$ cat src/rtl/snake_pkg.sv
`default_nettype none
// ============================================================================
// Module      : snake_pkg
// Description : Shared opcodes, command field positions and FSM state type
//               for the snake draw-command executor.
// Revision    : 1.0 - initial release
// ============================================================================
package snake_pkg;

    localparam int CMD_WIDTH     = 32;
    localparam int PAYLOAD_WIDTH = 28;

    localparam logic [3:0] OP_DRAW_CELL = 4'h0;
    localparam logic [3:0] OP_FILL_RECT = 4'h1;

    // Field positions (LSB of each field; widths come from the executor parameters)
    localparam int OPC_LSB        = 28;
    localparam int X0_LSB         = 23;
    localparam int Y0_LSB         = 18;
    localparam int CELL_COLOR_LSB = 10;
    localparam int X1_LSB         = 13;
    localparam int Y1_LSB         = 8;
    localparam int FILL_COLOR_LSB = 0;

    typedef enum logic [1:0] {
        ST_IDLE = 2'd0,
        ST_CELL = 2'd1,
        ST_FILL = 2'd2
    } state_t;

endpackage : snake_pkg
`default_nettype wire

$ cat src/rtl/snake_cmd_fifo.sv
`default_nettype none
// ============================================================================
// Module      : snake_cmd_fifo
// Description : Synchronous FIFO with wrap-bit pointers so full and empty are
//               distinct; pointers wrap modulo DEPTH (any DEPTH >= 1).
// Revision    : 1.0 - initial release
// ============================================================================
module snake_cmd_fifo #(
    parameter int WIDTH = 32,
    parameter int DEPTH = 4
) (
    input  logic             clk,
    input  logic             rst,
    input  logic             push,
    input  logic             pop,
    input  logic [WIDTH-1:0] din,
    output logic [WIDTH-1:0] dout,
    output logic             full,
    output logic             empty
);

    localparam int             AW       = (DEPTH > 1) ? $clog2(DEPTH) : 1;
    localparam logic [AW-1:0]  LAST_IDX = AW'(DEPTH - 1);

    logic [WIDTH-1:0] mem_q [DEPTH];
    logic [AW-1:0]    wr_idx_q, wr_idx_d, rd_idx_q, rd_idx_d;
    logic             wr_wrap_q, wr_wrap_d, rd_wrap_q, rd_wrap_d;
    logic             do_push, do_pop;

    assign empty   = (wr_idx_q == rd_idx_q) && (wr_wrap_q == rd_wrap_q);
    assign full    = (wr_idx_q == rd_idx_q) && (wr_wrap_q != rd_wrap_q);
    assign dout    = mem_q[rd_idx_q];
    assign do_push = push && !full;
    assign do_pop  = pop && !empty;

    // Next-pointer computation; the wrap bit toggles each time an index passes the last slot
    always_comb begin
        wr_idx_d  = wr_idx_q;
        wr_wrap_d = wr_wrap_q;
        rd_idx_d  = rd_idx_q;
        rd_wrap_d = rd_wrap_q;
        if (do_push) begin
            if (wr_idx_q == LAST_IDX) begin
                wr_idx_d  = '0;
                wr_wrap_d = ~wr_wrap_q;
            end else begin
                wr_idx_d = wr_idx_q + 1'b1;
            end
        end
        if (do_pop) begin
            if (rd_idx_q == LAST_IDX) begin
                rd_idx_d  = '0;
                rd_wrap_d = ~rd_wrap_q;
            end else begin
                rd_idx_d = rd_idx_q + 1'b1;
            end
        end
    end

    // Pointer registers; reset empties the FIFO
    always_ff @(posedge clk) begin
        if (rst) begin
            wr_idx_q  <= '0;
            wr_wrap_q <= 1'b0;
            rd_idx_q  <= '0;
            rd_wrap_q <= 1'b0;
        end else begin
            wr_idx_q  <= wr_idx_d;
            wr_wrap_q <= wr_wrap_d;
            rd_idx_q  <= rd_idx_d;
            rd_wrap_q <= rd_wrap_d;
        end
    end

    // Storage needs no reset: contents are only visible while not empty
    always_ff @(posedge clk) begin
        if (do_push && !rst) begin
            mem_q[wr_idx_q] <= din;
        end
    end

endmodule : snake_cmd_fifo
`default_nettype wire

$ cat src/rtl/snake_cmd_exec.sv
`default_nettype none
// ============================================================================
// Module      : snake_cmd_exec
// Description : Buffers draw commands and executes them as tile-memory writes
//               (single cell or raster-order rectangle fill).
// Revision    : 1.0 - initial release
// ============================================================================
module snake_cmd_exec
    import snake_pkg::*;
#(
    parameter int H_LOGIC_WIDTH  = 5,
    parameter int V_LOGIC_WIDTH  = 5,
    parameter int H_LOGIC_MAX    = 31,
    parameter int V_LOGIC_MAX    = 23,
    parameter int COLOR_ID_WIDTH = 8,
    parameter int FIFO_DEPTH     = 4
) (
    input  logic                                   clk,
    input  logic                                   rst,
    input  logic                                   enb,
    input  logic [CMD_WIDTH-1:0]                   cmd,
    input  logic                                   cmd_vld,
    output logic                                   mem_we,
    output logic [V_LOGIC_WIDTH+H_LOGIC_WIDTH-1:0] mem_addr,
    output logic [COLOR_ID_WIDTH-1:0]              mem_wdata,
    output logic                                   busy,
    output logic                                   fifo_ovf,
    output logic                                   cmd_err,
    input  logic                                   err_clr
);

    localparam int                       AW    = V_LOGIC_WIDTH + H_LOGIC_WIDTH;
    localparam logic [H_LOGIC_WIDTH-1:0] H_MAX = H_LOGIC_WIDTH'(H_LOGIC_MAX);
    localparam logic [V_LOGIC_WIDTH-1:0] V_MAX = V_LOGIC_WIDTH'(V_LOGIC_MAX);

    logic                   fifo_push, fifo_pop, fifo_full, fifo_empty;
    logic [CMD_WIDTH-1:0]   fifo_dout;

    state_t                     state_q, state_d;
    logic [PAYLOAD_WIDTH-1:0]   cmd_q, cmd_d;
    logic [H_LOGIC_WIDTH-1:0]   cur_x_q, cur_x_d;
    logic [V_LOGIC_WIDTH-1:0]   cur_y_q, cur_y_d;
    logic                       mem_we_q, mem_we_d;
    logic [AW-1:0]              mem_addr_q, mem_addr_d;
    logic [COLOR_ID_WIDTH-1:0]  mem_wdata_q, mem_wdata_d;
    logic                       fifo_ovf_q, fifo_ovf_d;
    logic                       cmd_err_q, cmd_err_d;
    logic                       err_event, ovf_event;

    logic [3:0]                 head_op;
    logic [H_LOGIC_WIDTH-1:0]   head_x, f_x0, f_x1;
    logic [V_LOGIC_WIDTH-1:0]   head_y, f_y0, f_y1;
    logic [COLOR_ID_WIDTH-1:0]  cell_color, fill_color;
    logic                       cell_ok, fill_ok;

    // A full FIFO drops the command even when a pop frees a slot this cycle
    assign fifo_push = cmd_vld && !rst && !fifo_full;
    assign ovf_event = cmd_vld && !rst && fifo_full;

    snake_cmd_fifo #(
        .WIDTH (CMD_WIDTH),
        .DEPTH (FIFO_DEPTH)
    ) u_fifo (
        .clk   (clk),
        .rst   (rst),
        .push  (fifo_push),
        .pop   (fifo_pop),
        .din   (cmd),
        .dout  (fifo_dout),
        .full  (fifo_full),
        .empty (fifo_empty)
    );

    assign head_op    = fifo_dout[OPC_LSB +: 4];
    assign head_x     = fifo_dout[X0_LSB +: H_LOGIC_WIDTH];
    assign head_y     = fifo_dout[Y0_LSB +: V_LOGIC_WIDTH];

    // The executing command: cell and fill share the (x0,y0) field positions
    assign f_x0       = cmd_q[X0_LSB +: H_LOGIC_WIDTH];
    assign f_y0       = cmd_q[Y0_LSB +: V_LOGIC_WIDTH];
    assign f_x1       = cmd_q[X1_LSB +: H_LOGIC_WIDTH];
    assign f_y1       = cmd_q[Y1_LSB +: V_LOGIC_WIDTH];
    assign cell_color = cmd_q[CELL_COLOR_LSB +: COLOR_ID_WIDTH];
    assign fill_color = cmd_q[FILL_COLOR_LSB +: COLOR_ID_WIDTH];

    assign cell_ok = (f_x0 <= H_MAX) && (f_y0 <= V_MAX);
    assign fill_ok = (f_x0 <= f_x1) && (f_y0 <= f_y1) && (f_x1 <= H_MAX) && (f_y1 <= V_MAX);

    assign busy      = !fifo_empty || (state_q != ST_IDLE);
    assign mem_we    = mem_we_q;
    assign mem_addr  = mem_addr_q;
    assign mem_wdata = mem_wdata_q;
    assign fifo_ovf  = fifo_ovf_q;
    assign cmd_err   = cmd_err_q;

    // Next-state: command fetch/decode, range checks, raster walk and sticky flags
    always_comb begin
        state_d     = state_q;
        cmd_d       = cmd_q;
        cur_x_d     = cur_x_q;
        cur_y_d     = cur_y_q;
        mem_we_d    = 1'b0;
        mem_addr_d  = mem_addr_q;
        mem_wdata_d = mem_wdata_q;
        fifo_pop    = 1'b0;
        err_event   = 1'b0;

        case (state_q)
            ST_IDLE: begin
                if (!fifo_empty && enb) begin
                    fifo_pop = 1'b1;
                    cmd_d    = fifo_dout[PAYLOAD_WIDTH-1:0];
                    cur_x_d  = head_x;
                    cur_y_d  = head_y;
                    if (head_op == OP_DRAW_CELL) begin
                        state_d = ST_CELL;
                    end else if (head_op == OP_FILL_RECT) begin
                        state_d = ST_FILL;
                    end else begin
                        err_event = 1'b1;
                    end
                end
            end
            ST_CELL: begin
                state_d = ST_IDLE;
                if (cell_ok) begin
                    mem_we_d    = 1'b1;
                    mem_addr_d  = {f_y0, f_x0};
                    mem_wdata_d = cell_color;
                end else begin
                    err_event = 1'b1;
                end
            end
            ST_FILL: begin
                if (!fill_ok) begin
                    err_event = 1'b1;
                    state_d   = ST_IDLE;
                end else begin
                    mem_we_d    = 1'b1;
                    mem_addr_d  = {cur_y_q, cur_x_q};
                    mem_wdata_d = fill_color;
                    if (cur_x_q == f_x1) begin
                        if (cur_y_q == f_y1) begin
                            state_d = ST_IDLE;
                        end else begin
                            cur_x_d = f_x0;
                            cur_y_d = cur_y_q + 1'b1;
                        end
                    end else begin
                        cur_x_d = cur_x_q + 1'b1;
                    end
                end
            end
            default: state_d = ST_IDLE;
        endcase

        // A set event in the same cycle as err_clr wins
        fifo_ovf_d = ovf_event ? 1'b1 : (err_clr ? 1'b0 : fifo_ovf_q);
        cmd_err_d  = err_event ? 1'b1 : (err_clr ? 1'b0 : cmd_err_q);
    end

    // State and registered outputs; reset aborts any command in flight
    always_ff @(posedge clk) begin
        if (rst) begin
            state_q     <= ST_IDLE;
            cmd_q       <= '0;
            cur_x_q     <= '0;
            cur_y_q     <= '0;
            mem_we_q    <= 1'b0;
            mem_addr_q  <= '0;
            mem_wdata_q <= '0;
            fifo_ovf_q  <= 1'b0;
            cmd_err_q   <= 1'b0;
        end else begin
            state_q     <= state_d;
            cmd_q       <= cmd_d;
            cur_x_q     <= cur_x_d;
            cur_y_q     <= cur_y_d;
            mem_we_q    <= mem_we_d;
            mem_addr_q  <= mem_addr_d;
            mem_wdata_q <= mem_wdata_d;
            fifo_ovf_q  <= fifo_ovf_d;
            cmd_err_q   <= cmd_err_d;
        end
    end

endmodule : snake_cmd_exec
`default_nettype wire

$ cat config.mk
export PLATFORM = sky130hd
export DESIGN_NAME = snake_cmd_exec
export DESIGN_NICKNAME = d
export VERILOG_FILES = /design/src/rtl/snake_pkg.sv /design/src/rtl/snake_cmd_fifo.sv /design/src/rtl/snake_cmd_exec.sv
export SDC_FILE = /design/constraint.sdc
export NUM_CORES = 1
export LEC_CHECK = 0
export BUFFER_PORTS_ARGS = -buffer_cell sky130_fd_sc_hd__buf_2
export CAP_MARGIN = 20
export CORE_UTILIZATION = 35
export DETAILED_ROUTE_END_ITERATION = 8
export SYNTH_ARGS = -nofsm -noshare
export SYNTH_HDL_FRONTEND = slang
export SYNTH_SLANG_ARGS = --single-unit
$ cat constraint.sdc
create_clock -name clk -period 2.6 [get_ports clk]
set_input_delay 0.39 -clock clk [delete_from_list [all_inputs] [get_ports clk]]
set_output_delay 0.39 -clock clk [all_outputs]
set_load 0.005 [all_outputs]
==> results of run 1 <==
[worst max-delay path, cell delays in order, from the launching register on]
cell      delay [ns]
dfxtp_1         0.38
inv_1           0.06
ha_1            0.33
nand4_1         0.15
o221ai_1        0.21
o21a_1          0.22
nor4_4          0.07
buf_4           0.16
buf_4           0.14
a21oi_2         0.38
mux2i_1         0.24
[logic make-up (layout without fill, tap and decap cells)]
logic type | after synthesis | count (layout) | share of synthesized area (%)
AOI/OAI and AO/OA | 109 | 109 | 9.47
muxes | 39 | 39 | 9.40
DFF | 197 | 197 | 64.8
xor gates and xnor gates | 18 | 18 | 2.05
adders and majority gates | 21 | 21 | 3.26
and+or+nand+nor | 142 | 142 | 8.29
buffers and inverters | 48 | 135 | 2.73
[state kept, by name, summed over array words and instances (netlist names), named ones only]
name and count:
mem_wdata 8, cur_y_q 5, u_fifo.rd_idx_q 2, mem_we 1, fifo_ovf 1, u_fifo.wr_idx_q 2, u_fifo.rd_wrap_q 1, cur_x_q 5
cmd_q 28, u_fifo.wr_wrap_q 1, mem_addr 10, u_fifo.mem_q 128, cmd_err 1, state_q 2
[worst max-delay path by stage]
stage	endpoint	slack [ns]	cells past startpoint
floorplan	u_fifo.mem_q[3][0]	0.28	4
global placement	mem_addr[5]	0.20	8
detailed placement	mem_wdata[3]	0.04	8
CTS	mem_addr[2]	0.08	8
global route	cur_x_q[2]	0.008	10
finish	cur_x_q[2]	0.19	10
[layout make-up]
class | instances | area share, %
multi-input cells | 329 | 28.0
flip-flops and latches | 197 | 55.7
repair buffers | 85 | 5.92
inverters | 18 | 0.720
clock buffers | 19 | 4.83
clock inverters | 13 | 1.03
well taps | 285 | 3.80
[per-stage QoR]
step                power (mW)  util (%)
finish                    7.87      41.4
global route              8.22      41.4
CTS                       7.91      41.3
detailed placement        5.49      38.9
global placement          5.45      38.9
floorplan                 4.96         -
[power by group]
group / internal, mW / switching [mW] / leakage, nW
logic: 0.717 / 0.996 / 1.26
clock network: 1.29 / 1.15 / 0.278
registers: 3.54 / 0.178 / 1.72
total: 5.54 / 2.33 / 3.26
[Yosys cell counts, types with 4 or more instances]
library cell / number / area [um2]
dfxtp_1: 69 / 1380
a22oi_1: 18 / 135
inv_1: 17 / 63.8
buf_2: 4 / 20.0
and2_1: 6 / 37.5
a21oi_1: 39 / 195
o31ai_1: 4 / 30.0
nand3_1: 11 / 55.1
and3_1: 5 / 31.3
clkbuf_1: 16 / 60.1
o2bb2ai_1: 20 / 175
nor2_1: 13 / 48.8
nor3_1: 7 / 35.0
mux4_2: 29 / 653
xnor2_1: 14 / 123
edfxtp_1: 128 / 3840
nor3b_1: 4 / 30.0
ha_1: 21 / 263
o211ai_1: 6 / 45.0
mux2i_1: 9 / 90.1
nand2_1: 83 / 312
[timing repair]
action | CTS | global route
gates resized for setup | 0 | 1
endpoints found under the setup margin | 0 | 18
setup buffers | 0 | 2
hold buffers | 0 | 0
hold endpoints to repair | 0 | 0
[routing by layer]
layer | routed length (um) | GRT usage, %
met4 | 296 | 5.48
met3 | 789 | 2.93
met1 | 7870 | 20.1
met2 | 8180 | 24.5
met5 | 0 | 0
==> impl_metrics.env, run 1 <==
export IMPL_critPathRequiredTime_ns=2.96
export IMPL_grt_pass1_wl_um=27000
export IMPL_clkTransAtPathRegs_ns=0.07
export IMPL_synth_edf_count=128
export IMPL_ys_types=52
export IMPL_setup_tns_ns=0
export IMPL_layout_common_cells="edfxtp_1 (128), nand2_1 (83), dfxtp_1 (68)"
export IMPL_fill_cells=2044
export IMPL_core_um2=22600
export IMPL_regArea_um2=5230
export IMPL_die_w_um=154
export IMPL_vias=4936
export IMPL_grt_remaining_overflow=0
export IMPL_async_reset_ff_share_pct=0
export IMPL_hold_violations=0
export IMPL_rsz0062_at_grt="no"
export IMPL_fin_nets=706
export IMPL_min_period_ns=2.41
export IMPL_maxCapViolCount=0
export IMPL_layout_commonest_cell="edfxtp_1"
export IMPL_design_area_um2=9380
export IMPL_skew_ns=0.00794
export IMPL_hold_path_startpoint="cmd[8]"
export IMPL_grt_total_usage_pct=15.1
export IMPL_r2r_end="cur_x_q[2]"
export IMPL_routed_wl_um=17100
export IMPL_grt_start_max_net_pins=34
export IMPL_end_kind="flip-flop"
export IMPL_rows=55
export IMPL_netlist_area_um2=8060
export IMPL_insertion_delay_ns=0.43
export IMPL_cts_num_sinks=197
export IMPL_fmax_mhz=416
export IMPL_drive_above_1_share_pct=23.8
export IMPL_rr_startpoint="cmd_q[17]"
export IMPL_netlist_instances=574
export IMPL_holdWs_ns=0.173
export IMPL_die_h_um=154
export IMPL_synth_area_per_cell_um2=14.0
export IMPL_wire_per_inst_um=18.1
export IMPL_post_dp_cell_area_um2=8810
export IMPL_r2r_slack_ns=0.19
export IMPL_synth_seq_area_share_pct=64.8
export IMPL_dpl_cell_count=912
export IMPL_pin_count=59
export IMPL_antenna_found_initial=0
export IMPL_hp_class="primary input to flip-flop"
export IMPL_die_area_um2=23600
export IMPL_diodes=0
export IMPL_cts_made_buffers=17
export IMPL_ant_nets=0
export IMPL_holdPathStages=1
export IMPL_cp_start_kind="flip-flop"
export IMPL_setup_viol=0
export IMPL_startpoint="cmd_q[17]"
export IMPL_crit_type="flip-flop to flip-flop"
export IMPL_drv_slew=0
export IMPL_cts_tree="built"
export IMPL_port_buffers=58
export IMPL_start_util_pct=35.6
export IMPL_drcViolationCount=0
export IMPL_power_static_leakage_nw=3.26
export IMPL_cp_arrival_ns=2.77
export IMPL_syn_nets=632
export IMPL_min_to="u_fifo.mem_q[2][8]"
export IMPL_fin_cells=946
export IMPL_cts_path_max_buffers=2
export IMPL_drtIter0Drc=338
export IMPL_critPathMaxFanout=5
export IMPL_synth_top_flop_cell="edfxtp_1"
export IMPL_worstMarginPinSlew_ns=0.734
export IMPL_grt_pass1_vias=4850
export IMPL_ys_ff_latch=197
export IMPL_place_congestion=0.875
export IMPL_via_per_inst=5.22
export IMPL_timing_slew_headroom_pct=50.9
export IMPL_dr_pass1_iters=5
export IMPL_cts_max_level=4
export IMPL_pwr_density_cell_nw_per_um2=839
export IMPL_multi_input_area_um2=2630
export IMPL_status="finished, final reports clean"
export IMPL_yosys_warnings=0
export IMPL_place_ws_ns=0.0439
export IMPL_worst_slack_ns=0.194
export IMPL_syn_to_final_growth_pct=16.4
export IMPL_root_buffer="clkbuf_16"
export IMPL_finalCritPeriodShare_pct=92.5
export IMPL_ir_worst_vdd_mv=0.568
export IMPL_worstRegToRegCells=10
export IMPL_hpwl_um=11800
Power figures use the tool's default switching activity.
==> run 2: changes to the inputs <==
Settings changed: ABC_AREA set to 1, SKIP_CTS_REPAIR_TIMING set to 1.
==> impl_metrics.env, run 2 <==
export IMPL_cp_start_kind="flip-flop"
export IMPL_setup_tns_ns=0
export IMPL_drive_above_1_share_pct=14.5
export IMPL_pwr_density_cell_nw_per_um2=1120
export IMPL_min_period_ns=2.08
export IMPL_synth_commonest_cells="nor2_1 (143), nand2_1 (135), edfxtp_1 (128)"
export IMPL_synth_top_area_cell="edfxtp_1"
export IMPL_dr_pass1_iters=5
export IMPL_worstMarginPinSlew_ns=0.598
export IMPL_slowest_stage="dfxtp_1"
export IMPL_cts_max_level=4
export IMPL_crit_path_frequent_cell="nand2_1"
export IMPL_routed_wl_um=18300
export IMPL_cts_made_buffers=17
export IMPL_yosys_warnings=0
export IMPL_critPathRequiredTime_ns=2.96
export IMPL_vias=5820
export IMPL_core_um2=23500
export IMPL_power_static_leakage_nw=3.74
export IMPL_syn_nets=891
export IMPL_r2r_slack_ns=0.52
export IMPL_status="finished, final reports clean"
export IMPL_layout_common_cells="nor2_1 (139), nand2_1 (135), edfxtp_1 (128)"
export IMPL_dpl_cell_count=1184
export IMPL_skew_ns=0.00980
export IMPL_r2r_end="mem_wdata[4]"
export IMPL_die_area_um2=24500
export IMPL_fin_cells=1216
export IMPL_synth_xor_xnor_area_share_pct=1.36
export IMPL_end_kind="flip-flop"
export IMPL_cp_arrival_ns=2.44
export IMPL_fmax_mhz=481
export IMPL_endpoint="mem_wdata[4]"
export IMPL_synth_seq_area_share_pct=62.6
export IMPL_met1_usage_pct=21.7
export IMPL_netlist_instances=833
export IMPL_ys_top_cells_by_area="edfxtp_1 (46%), dfxtp_1 (17%), nor2_1 (6.4%)"
export IMPL_global_route_usage_met2_pct=24.9
export IMPL_synth_top_family_by_area="simple AND/OR/NAND/NOR gates"
export IMPL_ant_nets=0
export IMPL_muxShareOfSynthArea_pct=0
export IMPL_grt_pass1_wl_um=29300
export IMPL_startpoint="cmd_q[11]"
export IMPL_fin_nets=942
export IMPL_clkTransAtPathRegs_ns=0.07
export IMPL_pin_count=59
export IMPL_rsz0062_at_grt="no"
export IMPL_hold_violations=0
export IMPL_design_area_um2=9630
export IMPL_largest_register_ffs=128
export IMPL_grt_pass1_vias=5505
export IMPL_place_congestion=0.840
export IMPL_async_reset_ff_share_pct=0
export IMPL_critPathMaxFanout=10
export IMPL_timing_slew_headroom_pct=60.1
export IMPL_antenna_found_initial=0
export IMPL_drcViolationCount=0
export IMPL_rows=56
export IMPL_ys_types=39
export IMPL_post_dp_cell_area_um2=9030
export IMPL_busiest_layer="met2"
export IMPL_root_buffer="clkbuf_16"
export IMPL_insertion_delay_ns=0.43
export IMPL_drtIter0Drc=428
export IMPL_cts_path_max_buffers=2
export IMPL_diodes=0
export IMPL_wire_per_inst_um=15.0
export IMPL_port_buffers=58
export IMPL_synth_most_common_cell="nor2_1"
export IMPL_synth_compound_area_share_pct=12.7
export IMPL_grt_remaining_overflow=0
export IMPL_ys_ff_latch=197
export IMPL_slowest_delay_ns=0.38
export IMPL_ir_worst_vdd_mv=0.487
export IMPL_cts_tree="built"
export IMPL_yosys_area_share_adder_pct=3.15
export IMPL_finalCritPeriodShare_pct=80.0
export IMPL_crit_chain="inv_1, ha_1, nand2_1, nor2_1, nand2_1, nand3_1, nand2_1, nand3_2, a21oi_4, buf_4, o21ai_0, nor2_1"
export IMPL_start_util_pct=35.6
export IMPL_layout_commonest_cell="nor2_1"
export IMPL_syn_to_final_growth_pct=15.3
export IMPL_die_h_um=156
export IMPL_synth_top_flop_cell="edfxtp_1"
export IMPL_synth_edf_count=128
export IMPL_worstRegToRegCells=12
export IMPL_grt_total_usage_pct=15.7
export IMPL_hpwl_um=11900
export IMPL_drv_slew=0
export IMPL_maxCapViolCount=0
export IMPL_gr_usage_met3_pct=2.69
export IMPL_synth_area_per_cell_um2=10.0
export IMPL_rr_startpoint="cmd_q[11]"
export IMPL_hp_class="primary input to flip-flop"
export IMPL_via_per_inst=4.79
export IMPL_cts_num_sinks=197
export IMPL_power_mw=10.8
export IMPL_regMostFlops="u_fifo.mem_q"
export IMPL_netlist_area_um2=8350
export IMPL_yosysTopAreaCellShare_pct=46.0
export IMPL_setup_viol=0
export IMPL_grt_start_max_net_pins=66
export IMPL_crit_type="flip-flop to flip-flop"
export IMPL_synth_simple_area_share_pct=15.1
export IMPL_die_w_um=156
## run 2: cell types whose count changed after synthesis, sizes merged, moves of 10 or more
cell and delta:
buf +11, o2bb2ai -20, o22ai +22, a22oi -17, nor2 +135, o21ai +118, nand2 +54, mux4 -29
inv +38, xnor2 -10
## run 2: worst min-delay path by stage
stage	from	endpoint	slack (ns)	cells after the start
after floorplan	cmd_err	cmd_err	0.45	2
after global placement	cmd_err	cmd_err	0.45	2
after detailed placement	cmd_err	cmd_err	0.46	2
after CTS	cmd[15]	u_fifo.mem_q[0][15]	0.15	1
after global routing	cmd[15]	u_fifo.mem_q[0][15]	0.16	1
final	rst	cmd_err	0.16	2
## run 2: layer usage
metal / vias up / share of wire (%) / wire length, um
li1: 2952 / - / -
met4: 0 / 1.4 / 254
met5: - / 0 / 0
met2: 123 / 46 / 8350
met3: 21 / 3.7 / 668
met1: 2724 / 49 / 9000
## run 2: logic make-up (layout without fill, tap and decap cells)
| family | after synthesis | after routing |
|---|---|---|
| simple gates | 312 | 312 |
| xor+xnor | 13 | 13 |
| fa+ha+maj | 21 | 21 |
| buf+inv | 98 | 162 |
| flops | 197 | 197 |
| compound gates | 192 | 192 |
## run 2: report_power, final
part	leakage, nW	internal [mW]	switching [mW]
logic	1.72	1.35	2.67
clock network	0.291	1.46	1.22
registers	1.73	3.79	0.310
total	3.74	6.59	4.20
## run 2: worst max-delay path: cells and delay by family (launching register included)
family | cells | cell delay (ns)
buffers and inverters | 2 | 0.33
AO/OA/AOI/OAI | 2 | 0.40
AND/OR/NAND/NOR | 7 | 0.60
adder cells (fa/ha/maj) | 1 | 0.30
flip-flops | 1 | 0.38
## run 2: cell type report
class / instances / area (um2)
multi-input cells: 538 / 2720
flip-flops and latches: 197 / 5230
clock buffers: 17 / 425
fillers: 2259 / 13800
repair buffers: 74 / 473
inverters: 56 / 214
clock inverters: 15 / 176
well taps: 319 / 399
## run 2: per-stage QoR
| stage | hold WS (ns) | worst slack [ns] | utilization (%) |
|---|---|---|---|
| after floorplan | 0.454 | -0.0691 | - |
| after global placement | 0.454 | 0.605 | 38.5 |
| after detailed placement | 0.461 | 0.533 | 38.5 |
| after CTS | 0.150 | 0.513 | 41.0 |
| after global routing | 0.158 | 0.282 | 41.0 |
| final | 0.161 | 0.520 | 41.0 |
==> run 3: changes to the inputs <==
Clock period 2.6 ns to 2.1 ns, I/O delays scaled along.
==> impl_metrics.env, run 3 (same netlist as run 2, synthesis figures left out) <==
export IMPL_fin_nets=956
export IMPL_pin_count=59
export IMPL_crit_type="flip-flop to flip-flop"
export IMPL_multi_input_area_um2=2740
export IMPL_die_h_um=156
export IMPL_place_ws_ns=0.128
export IMPL_min_to="u_fifo.mem_q[3][3]"
export IMPL_ir_worst_vdd_mv=0.635
export IMPL_regMostFlops="u_fifo.mem_q"
export IMPL_post_dp_cell_area_um2=9130
export IMPL_seqPwrFrac_pct=37.1
export IMPL_cp_arrival_ns=2.23
export IMPL_clock_power_share_pct=23.2
export IMPL_final_util_pct=41.7
export IMPL_power_static_leakage_nw=3.82
export IMPL_drv_slew=0
export IMPL_p_int_mw=8.49
export IMPL_start_util_pct=35.6
export IMPL_regArea_um2=5230
export IMPL_grt_pass1_vias=5569
export IMPL_maxCapViolCount=0
export IMPL_insertion_delay_ns=0.43
export IMPL_skew_ns=0.0106
export IMPL_layout_common_cells="nor2_1 (138), nand2_1 (133), edfxtp_1 (128)"
export IMPL_antenna_found_initial=0
export IMPL_root_buffer="clkbuf_16"
export IMPL_layout_commonest_cell="nor2_1"
export IMPL_grt_start_max_net_pins=66
export IMPL_status="finished, final reports clean"
export IMPL_hold_path_startpoint="cmd[3]"
export IMPL_end_kind="flip-flop"
export IMPL_fill_cells=2272
export IMPL_design_area_um2=9790
export IMPL_diodes=0
export IMPL_ant_nets=0
export IMPL_rows=56
export IMPL_finalCritPeriodShare_pct=90.9
export IMPL_port_buffers=58
export IMPL_largest_register_ffs=128
export IMPL_hpwl_um=12000
export IMPL_drtIter0Drc=402
export IMPL_wire_per_inst_um=14.8
export IMPL_fmax_mhz=524
export IMPL_pwr_density_cell_nw_per_um2=1400
export IMPL_grt_total_usage_pct=15.8
export IMPL_critPathMaxFanout=10
export IMPL_cts_path_max_buffers=2
export IMPL_die_w_um=156
export IMPL_grt_pass1_wl_um=29600
export IMPL_p_sw_mw=5.21
export IMPL_clkTransAtPathRegs_ns=0.07
export IMPL_via_per_inst=4.79
export IMPL_core_um2=23500
export IMPL_grt_remaining_overflow=0
export IMPL_hold_violations=0
export IMPL_worstRegToRegCells=12
export IMPL_cts_max_level=4
export IMPL_drive_above_1_share_pct=16.1
export IMPL_routed_wl_um=18200
export IMPL_place_congestion=0.803
export IMPL_cts_tree="built"
export IMPL_switching_share_pct=38.1
export IMPL_min_period_ns=1.91
export IMPL_p_comb_share_pct=39.8
export IMPL_setup_viol=0
export IMPL_r2r_end="cur_x_q[4]"
export IMPL_timing_slew_headroom_pct=60.3
export IMPL_vias=5897
export IMPL_die_area_um2=24500
export IMPL_worst_slack_ns=0.191
export IMPL_dr_pass1_iters=5
export IMPL_syn_to_final_growth_pct=17.2
export IMPL_holdPathStages=1
export IMPL_rr_startpoint="cmd_q[11]"
export IMPL_cp_start_kind="flip-flop"
export IMPL_cts_made_buffers=17
export IMPL_critPathRequiredTime_ns=2.42
export IMPL_drcViolationCount=0
export IMPL_hp_class="primary input to flip-flop"
export IMPL_r2r_slack_ns=0.19
export IMPL_worstMarginPinSlew_ns=0.595
export IMPL_cts_num_sinks=197
==> run 3: changes by cell type in the layout (fill, tap and decap cells not counted), sizes merged <==
cell	previous run	this run
clkinv	4	5
inv	63	60
buf	74	87
clkinvlp	2	1
clkbuf	17	22
bufinv	2	1
==> run 3: area by class of cell <==
| type | count | area share, % |
|---|---|---|
| repair buffers | 88 | 6.47 |
| inverters | 56 | 2.19 |
| flip-flops and latches | 197 | 53.4 |
| clock buffers | 21 | 4.71 |
| multi-input cells | 538 | 28.0 |
| clock inverters | 11 | 1.18 |
| well taps | 319 | 4.08 |
==> run 3: power by group through the flow <==
stage / Sequential, mW / Clock (mW) / Combinational [mW]
detailed placement: 5.16 / 0 / 5.10
floorplan: 5.06 / 0 / 3.69
global placement: 5.15 / 0 / 5.08
CTS: 5.08 / 3.24 / 5.14
finish: 5.08 / 3.17 / 5.45
global route: 5.14 / 3.40 / 6.16
==> run 3: how the worst max path moves through the flow <==
stage / from / to / slack, ns / cells past startpoint
after floorplan: u_fifo.wr_wrap_q / u_fifo.mem_q[3][0] / -0.12 / 4
after global placement: cmd_q[17] / mem_wdata[4] / 0.18 / 11
after detailed placement: cmd_q[12] / mem_wdata[2] / 0.13 / 12
after CTS: cmd_q[12] / mem_wdata[4] / 0.10 / 12
after global routing: cmd_q[17] / mem_wdata[4] / -0.008 / 13
final: cmd_q[11] / cur_x_q[4] / 0.19 / 12
==> run 3: worst max-delay path, cell delays in order (launching register included) <==
cell and delay (ns):
dfxtp_1 0.36, inv_1 0.09, ha_1 0.29, nand2_1 0.08
nor2_1 0.06, nand2_1 0.06, nand3_1 0.06, nand2_1 0.09
nand3_2 0.11, nand2_1 0.20, nand3_4 0.18, nor2_1 0.16
nor2_1 0.06
==> run 3: per-layer routing <==
metal / global-route usage (%) / wire length, um
met4: 4.81 / 165
met2: 24.3 / 8280
met1: 22.3 / 8890
met3: 3.24 / 872
met5: 0 / 0
==> run 3: per-stage QoR <==
stage | power (mW) | TNS (ns) | std cells | hold slack (ns)
after floorplan | 8.75 | -12.26 | 833 | 0.384
after global placement | 10.2 | 0 | 1194 | 0.457
after detailed placement | 10.3 | 0 | 1194 | 0.466
after CTS | 13.5 | 0 | 1226 | 0.0825
after global routing | 14.7 | -0.0103 | 1230 | 0.0818
final | 13.7 | 0 | 1230 | 0.0987
